`src/rtl/data_memory.sv`:
```
// Single-port word memory: combinational read, rising-edge write, and an
// asynchronous active-low reset that clears every word at once.
module data_memory #(
  parameter int WIDTH  = 8,
  parameter int ADDR_W = 8,
  parameter int DEPTH  = 2**ADDR_W
) (
  input  logic              clk,
  input  logic              reset,
  input  logic [ADDR_W-1:0] data_a,
  input  logic              mem_read,
  input  logic              mem_write,
  input  logic [WIDTH-1:0]  data_b,
  output logic [WIDTH-1:0]  data_out
);

  // One extra bit so DEPTH == 2**ADDR_W is representable in the compare.
  localparam logic [ADDR_W:0] DEPTH_EXT = (ADDR_W+1)'(DEPTH);

  logic [WIDTH-1:0] mem_core [0:DEPTH-1];
  logic             in_range;

  assign in_range = ({1'b0, data_a} < DEPTH_EXT);

  // Each word has its own enable so an unknown address or enable in
  // simulation evaluates false everywhere and leaves every word untouched.
  generate
    for (genvar gi = 0; gi < DEPTH; gi++) begin : g_word
      logic word_we;

      assign word_we = mem_write && in_range && (data_a == ADDR_W'(gi));

      always_ff @(posedge clk or negedge reset) begin
        if (!reset) begin
          mem_core[gi] <= '0;
        end else if (word_we) begin
          mem_core[gi] <= data_b;
        end
      end
    end
  endgenerate

  // No bypass: a same-address write shows up only after the edge.
  always_comb begin
    data_out = '0;
    if (mem_read && in_range) begin
      data_out = mem_core[data_a];
    end
  end

endmodule

```
`config.mk`:
```
export PLATFORM = sky130hd
export DESIGN_NAME = data_memory
export DESIGN_NICKNAME = d
export VERILOG_FILES = /design/src/rtl/data_memory.sv
export SDC_FILE = /design/constraint.sdc
export NUM_CORES = 2
export LEC_CHECK = 0
export CORE_ASPECT_RATIO = 1.25
export CORE_UTILIZATION = 60
export CTS_BUF_LIST = sky130_fd_sc_hd__clkbuf_8 sky130_fd_sc_hd__clkbuf_16
export CTS_CLUSTER_DIAMETER = 100
export DETAILED_ROUTE_END_ITERATION = 8
export PLACE_DENSITY = 0.87
export SYNTH_ARGS = -nofsm -noshare
export SYNTH_HDL_FRONTEND = slang
export SYNTH_SLANG_ARGS = --single-unit
```
`constraint.sdc`:
```
create_clock -name clk -period 5.2 [get_ports clk]
set_input_delay 1.3 -clock clk [delete_from_list [all_inputs] [get_ports clk]]
set_output_delay 1.3 -clock clk [all_outputs]
set_load 0.01 [all_outputs]
```
==> impl_metrics.json <==
{
  "outcome": "complete, but fails checks",
  "violations": "setup timing",
  "peakVddDrop_v": 0.000325,
  "yosys_warnings": 0,
  "vias": 60059,
  "antenna_found_initial": 6,
  "grt_start_max_net_pins": 159,
  "largestRegisters": "mem_core (2048)",
  "numClockSinks": 2048,
  "regMostFlops": "mem_core",
  "rrSetupSlack_ps": 4320,
  "post-dp-hpwl_um": 169000,
  "largest_reg_flops": 2048,
  "maxCapViolations": 0,
  "seq_area_um2": 51200,
  "core_um2": 156000,
  "grt_usage_pct": 34.6,
  "syn_to_final_growth_pct": 15.0,
  "numPortBuffers": 27,
  "synthTopCellsByCount": "dfrtp_1 (2,048), mux2_2 (2,043), mux4_2 (393), clkbuf_1 (275), mux2i_1 (246)",
  "ant_nets": 0,
  "grt_setup_unrepaired": "true",
  "r2r_start": "mem_core[532]",
  "clk_pin_slew_ps": 70,
  "drt_first_iter_violations": 6004,
  "grt-ovfl-total": 0,
  "max_freq_mhz": 187,
  "grt_pass1_vias": 64881,
  "ys_seq_area_share_pct": 54.1,
  "final_hold_viol_count": 0,
  "synth_area_um2": 94800,
  "synth_top_area_cell": "dfrtp_1",
  "setup_ws_ps": -146,
  "yosys.cell_count.top_type": "dfrtp_1",
  "cts-hold-fix-buffers": 0,
  "drive_above_1_share_pct": 55.1,
  "ctsHtreeMaxLevel": 4,
  "yosys.area_share.simple_pct": 3.80,
  "tightest_slew_ps": 1260,
  "cts_tree": "yes",
  "path_cells": "clkdlybuf4s50_1, nor2b_4, nand3_2, buf_6, o211ai_1, buf_4, o31ai_4, nor3_4, clkbuf_2",
  "die_w_um": 357,
  "slew-limit-headroom_pct": 15.6,
  "synth_compound_area_share_pct": 2.96,
  "drc": 0,
  "gp_congestion": 0.961,
  "critPathSlowestCell": "o211ai_1",
  "report.final.slew_viol_count": 0,
  "start_util_pct": 60.6,
  "ys.flop_type": "dfrtp_1",
  "place_area_um2": 101000,
  "cts_made_buffers": 189,
  "design_area_um2": 109000,
  "cts_root_buf": "clkbuf_16",
  "synth_area_leaders": "dfrtp_1 (54%), mux2_2 (24%), mux4_2 (9.3%)",
  "final_nets": 6634,
  "syn_avg_cell_area_um2": 15.1,
  "async_flop_share_pct": 100,
  "dr.pass1.iters": 7,
  "r2r-end": "mem_core[532]",
  "clockBufferDepth": 3,
  "crit_required_ps": 3900,
  "grt_pass1_wl_um": 413000,
  "r2r.worst_path.cells": 1,
  "synthMuxAreaShare_pct": 36.6,
  "critical_path_class": "in2out",
  "io_pins": 28,
  "synth.net_count": 6280,
  "ys_seq_elements": 2048,
  "worst_ep_arrival_time_ps": 4050,
  "dieArea_um2": 160000,
  "yosys.area_share.adder_pct": 0,
  "synth_edf_count": 0,
  "multi_input_area_um2": 42000,
  "via_per_inst": 6.80,
  "wirelength_um": 270000,
  "num_rows": 162,
  "wl_per_cell_um": 30.6,
  "finalSetupTns_ps": -430,
  "start_kind": "primary input",
  "fin_hold_ws_ps": 470,
  "pre_cts_ws_ps": -1090,
  "synth.distinct_cells": 66,
  "fillers": 9139,
  "cp_max_fo": 13,
  "period_share_pct": 103,
  "hold_class": "in2async",
  "fin_skew_ps": 0,
  "synth_top_family_by_area": "multiplexers",
  "powerDensity_nw_per_um2": 322,
  "yosys.area.top_type_share_pct": 54.1,
  "syn_inst": 6260,
  "endpoint_kind": "output port",
  "setup_viol": 5,
  "synth-xor-area-share_pct": 0,
  "critPathMaxStageDelay_ps": 690,
  "cellLeakagePower_nw": 51.8,
  "clk_latency_ps": 870,
  "fin_crit_ps": 5350,
  "fp.dieH_um": 446
}
cell families (layout without fill, tap and decap cells):
| kind of cell | after synthesis | after routing |
|---|---|---|
| other | 0 | 4 |
| buffers and inverters | 475 | 994 |
| AOI/OAI and AO/OA | 419 | 419 |
| muxes | 2718 | 2718 |
| DFF | 2048 | 2048 |
| and+or+nand+nor | 600 | 600 |
critical path, delay by kind of cell:
| family | cells | cell delay (ps) |
|---|---|---|
| AOI/OAI and AO/OA | 2 | 810 |
| buffers and inverters | 4 | 1230 |
| and+or+nand+nor | 3 | 710 |
per-layer routing:
layer  track usage [%]  routed length, um  vias up
met1              41.8              95700    32002
li1                  -                  -    24006
met5                 0                 13        -
met3              8.07              22000     1049
met2              55.1             131000     3000
met4              24.0              21300        2
report_power, final:
group	switching [W]	internal, W	total [W]
Sequential	0.000427	0.0167	0.0171
Combinational	0.00186	0.00155	0.00341
Clock	0.00642	0.00813	0.0145
Total	0.00871	0.0264	0.0351
how the worst max path moves through the flow:
| stage | from | to | slack (ps) | depth (start not counted) |
|---|---|---|---|---|
| after floorplan | data_a[1] | data_out[0] | 790 | 9 |
| after global placement | data_a[1] | data_out[4] | -1160 | 10 |
| after detailed placement | data_a[1] | data_out[3] | -1090 | 12 |
| after CTS | data_a[0] | data_out[6] | 0.5 | 12 |
| after global routing | data_a[0] | data_out[7] | -120 | 14 |
| final | data_a[4] | data_out[4] | -150 | 9 |
cell type report:
type,count,share of cell area (%)
antenna,4,0.00919
clock buffer,229,4.86
clock inverter,127,1.13
inverter,3,0.0126
multi-input combinational,3737,38.6
sequential,2048,47.0
tap,2050,2.35
timing repair buffer,635,6.01
stage by stage:
stage / power (W) / std cells / utilization, %
2_1_floorplan: 0.0191 / 6260 / -
3_3_place_gp: 0.0203 / 8415 / 64.4
3_5_place_dp: 0.0205 / 8415 / 64.4
4_1_cts: 0.0350 / 8827 / 69.6
5_1_grt: 0.0360 / 8830 / 69.7
6_report: 0.0351 / 8833 / 69.7
what timing repair did:
item                                    in CTS  in global routing
cloned                                       7                  1
gates resized for setup                    233                 36
endpoints found under the setup margin       8                  8
buffers inserted                            54                  3
pin swaps                                   50                 19
cell usage in the layout (no fill, tap or decap), types with 21 or more instances in the layout:
master,Yosys,routed
dfrtp_1,2048,2048
nor2_2,107,116
mux4_2,393,393
nand3_1,71,66
buf_6,21,22
clkbuf_16,0,192
a22oi_1,85,79
inv_1,1,40
mux2_1,36,36
a221oi_1,23,21
nand2_1,159,157
a21oi_1,74,62
o21ai_0,73,56
mux2i_1,246,231
o211ai_1,35,35
nand4_1,25,25
mux2_2,2043,2043
o22ai_1,29,23
buf_12,2,97
buf_4,73,474
nor2_1,61,48
clkinv_2,0,49
nor2_4,78,82
clkbuf_8,0,47
Note: power is estimated with default switching activity, not from simulation.
